--- src/rtl/prio_sched_pkg.sv ---
// ---------------------------------------------------------------------------
// prio_sched_pkg -- shared constants, FSM state type and encode helper.
// Rev 1.0
// ---------------------------------------------------------------------------
`default_nettype none

package prio_sched_pkg;

  localparam int NUM_REQ = 8;
  localparam int IDX_W   = 3;
  localparam int ENC_W   = 4;

  localparam logic [ENC_W-1:0] ENC_NONE = 4'd8;

  typedef enum logic [1:0] {
    ST_IDLE  = 2'd0,
    ST_WAIT1 = 2'd1,
    ST_WAIT2 = 2'd2,
    ST_OFFER = 2'd3
  } state_t;

  function automatic logic [ENC_W-1:0] lowest_set(input logic [NUM_REQ-1:0] v);
    lowest_set = ENC_NONE;
    for (int i = NUM_REQ - 1; i >= 0; i--) begin
      if (v[i]) lowest_set = ENC_W'(i);
    end
  endfunction

endpackage

`default_nettype wire

--- src/rtl/prio_enc_w8_t2.sv ---
// ---------------------------------------------------------------------------
// prio_enc_w8_t2 -- lowest-set-bit encoder, 8 -> 4 (8 = none); pipelined, the
// consumer's capture register forms the second stage. Rev 1.0
// ---------------------------------------------------------------------------
`default_nettype none

module prio_enc_w8_t2
  import prio_sched_pkg::*;
#(
  parameter logic SIM_EMULATE = 1'b0
) (
  input  logic               clk,
  input  logic               rst_n,
  input  logic [NUM_REQ-1:0] din,
  output logic [ENC_W-1:0]   dout
);

  logic [ENC_W-1:0] enc_comb;
  logic [ENC_W-1:0] enc_r;

  generate
    if (SIM_EMULATE) begin : g_emul
      always_comb enc_comb = lowest_set(din);
    end else begin : g_tree
      logic       lo_any;
      logic       hi_any;
      logic [1:0] lo_idx;
      logic [1:0] hi_idx;

      // Two nibble encoders merged; the low nibble always wins.
      always_comb begin
        lo_any = |din[3:0];
        hi_any = |din[7:4];
        lo_idx = din[0] ? 2'd0 : din[1] ? 2'd1 : din[2] ? 2'd2 : 2'd3;
        hi_idx = din[4] ? 2'd0 : din[5] ? 2'd1 : din[6] ? 2'd2 : 2'd3;
        if (lo_any) begin
          enc_comb = {2'b00, lo_idx};
        end else if (hi_any) begin
          enc_comb = {2'b01, hi_idx};
        end else begin
          enc_comb = ENC_NONE;
        end
      end
    end
  endgenerate

  always_ff @(posedge clk or negedge rst_n) begin
    if (!rst_n) begin
      enc_r <= ENC_NONE;
    end else begin
      enc_r <= enc_comb;
    end
  end

  assign dout = enc_r;

endmodule

`default_nettype wire

--- src/rtl/prio_gnt_sched_w8.sv ---
// ---------------------------------------------------------------------------
// prio_gnt_sched_w8 -- pending-request register with lowest-index grant FSM.
// Optional req_mask port with PRIO_GNT_SCHED_MASK_EN. Rev 1.0
// ---------------------------------------------------------------------------
`default_nettype none

module prio_gnt_sched_w8
  import prio_sched_pkg::*;
#(
  parameter logic SIM_EMULATE = 1'b0
) (
  input  logic               clk,
  input  logic               rst_n,
  input  logic [NUM_REQ-1:0] req_set,
`ifdef PRIO_GNT_SCHED_MASK_EN
  input  logic [NUM_REQ-1:0] req_mask,
`endif
  output logic               gnt_valid,
  output logic [IDX_W-1:0]   gnt_idx,
  input  logic               gnt_ready,
  output logic [NUM_REQ-1:0] pend,
  output logic               busy
);

  state_t               state;
  state_t               state_nxt;
  logic [NUM_REQ-1:0]   pend_r;
  logic [NUM_REQ-1:0]   snap_r;
  logic [NUM_REQ-1:0]   eligible;
  logic [NUM_REQ-1:0]   clr;
  logic [ENC_W-1:0]     enc_dout;
  logic [IDX_W-1:0]     gnt_idx_r;
  logic                 load_snap;
  logic                 load_gnt;
  logic                 accept;

`ifdef PRIO_GNT_SCHED_MASK_EN
  assign eligible = pend_r & ~req_mask;
`else
  assign eligible = pend_r;
`endif

  prio_enc_w8_t2 #(
    .SIM_EMULATE (SIM_EMULATE)
  ) u_enc (
    .clk   (clk),
    .rst_n (rst_n),
    .din   (snap_r),
    .dout  (enc_dout)
  );

  always_ff @(posedge clk or negedge rst_n) begin
    if (!rst_n) begin
      state <= ST_IDLE;
    end else begin
      state <= state_nxt;
    end
  end

  always_comb begin
    state_nxt = state;
    case (state)
      ST_IDLE:  if (|eligible) state_nxt = ST_WAIT1;
      ST_WAIT1: state_nxt = ST_WAIT2;
      // An empty encode cannot happen since snap_r is only loaded non-zero.
      ST_WAIT2: state_nxt = (enc_dout == ENC_NONE) ? ST_IDLE : ST_OFFER;
      ST_OFFER: if (gnt_ready) state_nxt = ST_IDLE;
      default:  state_nxt = ST_IDLE;
    endcase
  end

  always_comb begin
    busy      = (state != ST_IDLE);
    gnt_valid = (state == ST_OFFER);
    load_snap = (state == ST_IDLE) && (|eligible);
    load_gnt  = (state == ST_WAIT2) && (enc_dout != ENC_NONE);
    accept    = gnt_valid && gnt_ready;
  end

  assign clr = accept ? (NUM_REQ'(1) << gnt_idx_r) : '0;

  // OR-ing req_set last gives a same-cycle set priority over the clear.
  always_ff @(posedge clk or negedge rst_n) begin
    if (!rst_n) begin
      pend_r    <= '0;
      snap_r    <= '0;
      gnt_idx_r <= '0;
    end else begin
      pend_r <= (pend_r & ~clr) | req_set;
      if (load_snap) snap_r <= eligible;
      if (load_gnt) gnt_idx_r <= enc_dout[IDX_W-1:0];
    end
  end

  assign pend    = pend_r;
  assign gnt_idx = gnt_idx_r;

endmodule

`default_nettype wire

--- config.mk ---
export PLATFORM = sky130hd
export DESIGN_NAME = prio_gnt_sched_w8
export DESIGN_NICKNAME = d
export VERILOG_FILES = /design/src/rtl/prio_sched_pkg.sv /design/src/rtl/prio_enc_w8_t2.sv /design/src/rtl/prio_gnt_sched_w8.sv
export SDC_FILE = /design/constraint.sdc
export NUM_CORES = 1
export LEC_CHECK = 0
export ABC_AREA = 1
export BUFFER_PORTS_ARGS = -buffer_cell sky130_fd_sc_hd__buf_4
export CAP_MARGIN = 5
export CORE_AREA = 2 2 55 57
export DETAILED_ROUTE_END_ITERATION = 8
export DIE_AREA = 0 0 57 59
export HOLD_SLACK_MARGIN = 0.1
export PLACE_DENSITY = 0.64
export RECOVER_POWER = 25
export SETUP_SLACK_MARGIN = 0.1
export SLEW_MARGIN = 20
export SYNTH_ARGS = -nofsm -noshare
export SYNTH_HDL_FRONTEND = slang
export SYNTH_HIERARCHICAL = 1
export SYNTH_SLANG_ARGS = --single-unit
export TNS_END_PERCENT = 5
--- constraint.sdc ---
create_clock -name clk -period 1.35 [get_ports clk]
set_input_delay 0.27 -clock clk [delete_from_list [all_inputs] [get_ports clk]]
set_output_delay 0.27 -clock clk [all_outputs]
set_load 0.02 [all_outputs]
==> summary.txt <==
Finish
  • Antenna diode count: 0
  • Fin nets: between 150 and 200
  • Area delta synth->final: 28.6%
  • Fraction of layout cells with a size suffix above 1: 33.3%

Synth
  • Post-synth ARST share: 100%
  • Synthesized instance count: around 150
  • Post-synth top area cell: dfrtp_1
  • Register area share after synthesis: 52.2%
  • Most frequent cell after synthesis: nand2_1
  • Synth Flop Type: dfrtp_1
  • Synth cell types: 19
  • Synthesized cell area: 0.00120 mm2
  • Flops & latches, synth: 25
  • Ranking of synthesized cells by area: dfrtp_1, nand2_1, inv_1
  • Synth top area share: around 50%
  • Synth warnings: 6
  • Most common library cells after synthesis: nand2_1, inv_1, dfrtp_1, nor2_1, nand3_1
  • Post-synth EDFFs: 0
  • Syn avg cell area: between 7 and 8 um2
  • Syn_nets: 163

Timing
  • Final setup vio count: 0
  • Slew headroom: between 50% and 60%
  • Worst Slack Setup Final: slightly below 30 ps
  • RSZ-0062 raised after global routing: true
  • Setup TNS: 0 ps
  • Max frequency: 757 MHz
  • Final Hold Viols: 0
  • Measured slew at the worst slew-check pin: 607 ps
  • Clock Skew: 7.04 ps
  • Fin crit share: 97.9%
  • Max-slew violations: 0
  • Min Tclk post-route: between 1000 and 1500 ps

Route
  • DRC violations left: 0
  • Routed wire length: 2320 um
  • Vias/cell: 4.65
  • 1st-iter DRT viols: 29
  • WL/cell: about 11 um
  • Drt pass-1 iters: 4
  • Vias: 995
  • Post-route ant nets: 0

Place
  • Place WS: 193 ps
  • RD Place Congestion: 0.807
  • Final HPWL DP: between 1500 and 2000 um
  • Buffers added on ports: 23

Pwr
  • Total power: approximately 0.0028 W
  • Pwr Density: 1820 mW/mm2
  • Lkg Pwr: 0.801 nW
  • VDD IR max: 1.21 mV

Die
  • Area of the die: 0.00336 mm2
  • Initial core utilization: 44.3%
  • Row count: 19
  • Die height: approximately 59 um
  • Core area: about 0.0027 mm2
  • Chip width: 57 um
  • Num ports: 24

Global routing
  • First-pass GRT wire length: 3900 um
  • Total GRT Usage: 15.1%
  • Largest net degree at the start of global routing: 26
  • Total grt overflow: 0
  • Initial antenna violation count: 0
  • Vias in the first global route: 881

Setup path
  • Worst path arrival time: 1050 ps
  • Critical-path cell list: nor2_4, inv_2, buf_6
  • Setup crit end kind: primary output
  • Slowest-stage cell, CP: dfrtp_2
  • Critical path class: reg2out
  • Critical path launch point type: register
  • CP peak stage delay: 460 ps
  • Critical Path RT: 1080 ps
  • Worst-path fanout max: 3
  • Worst path bufs/invs: 2
  • CP delay by family, top: flip-flops

Clock network
  • Clk_lat worst skew: 310 ps
  • Worst-path clk slew: about 130 ps
  • Deepest clock path buffer count: 2
  • Root buffer cell: clkbuf_4
  • CTS tree: done
  • Num CTS Buffers: 3
  • Sink Count: 25
  • CTS H-tree lvls: 1

Status
  • Status: finished, final reports clean

Job
  • Max_cap viols: 0

Hold path
  • Hold Path Class: in2reg
-- metrics by stage --
stage | std cells | util (%) | hold WS, ps | cell area (um2)
floorplan | 152 | - | -25.6 | 1200
global placement | 207 | 52.4 | 188 | 1420
detailed placement | 207 | 52.4 | 192 | 1420
CTS | 213 | 54.2 | 119 | 1470
global route | 214 | 56.9 | 116 | 1540
finish | 214 | 56.9 | 127 | 1540
-- worst reg2reg max path: cells and delay by family (launching register included) --
family | cells | cell delay (ps)
flip-flops | 1 | 470
AO/OA/AOI/OAI | 1 | 280
AND/OR/NAND/NOR | 4 | 370
-- cells by family after synthesis --
| family | synth area share (%) |
|---|---|
| buf+inv | 8.76 |
| flops | 52.2 |
| simple gates | 33.7 |
| compound gates | 5.32 |
-- flip-flops by register name, indices dropped and copies added (netlist names) --
register,count
state,2
gnt_idx,3
snap_r,8
u_enc/dout,4
pend,8
-- metal layers --
layer	up-vias	part of all wire (%)	global-route usage, %
met3	4	3.1	2.18
met4	0	1.5	5.98
li1	516	-	-
met2	18	48	24.1
met5	-	0	0
met1	457	47	20.9
-- cell usage in the layout, fill, tap and decap left out, types with 2 or more instances in the layout --
cell      instances
clkbuf_4          3
inv_1            24
nor2_1           10
buf_4            13
dfrtp_2           8
nor2_4            4
nor2_2            4
buf_6            12
nand2_1          52
o21ai_1           4
dfrtp_1          16
a21oi_2           2
inv_2             4
nand3_1          10
nand2_2           5
-- timing repair --
item / 4_1_cts / 5_1_grt
endpoints found under the hold margin: 24 / 0
cloned: 0 / 0
resized for setup: 4 / 24
hold buffers: 1 / 0
setup buffers: 1 / 1
pin swaps: 1 / 18
endpoints found under the setup margin: 4 / 20
-- cell type report --
type	count	area (um2)
well taps	31	38.8
fillers	268	1170
multi-input cells	99	488
flip-flops and latches	25	637
repair buffers	27	248
clock buffers	4	26.3
inverters	28	105
-- path summary, 6_finish.rpt --
path / endpoint / depth (start not counted) / startpoint / slack, ps
max in group asynchronous: pend[2] / 2 / rst_n / 430
worst min-delay path: pend[7] / 3 / req_set[7] / 130
worst min register to register: snap_r[0] / 2 / snap_r[0] / 490
worst max register to register: snap_r[2] / 5 / pend[2] / 170
worst max-delay path: busy / 3 / state[0] / 30
min in group asynchronous: gnt_idx[2] / 2 / rst_n / 480
-- report_power, final --
| part | total (W) | switching (W) | internal, W |
|---|---|---|---|
| Clock | 0.000326 | 0.000211 | 0.000115 |
| Combinational | 0.00124 | 0.000691 | 0.000545 |
| Sequential | 0.00125 | 0.000253 | 0.000998 |
| Total | 0.00281 | 0.00116 | 0.00166 |
Note: power is estimated with default switching activity, not from simulation.
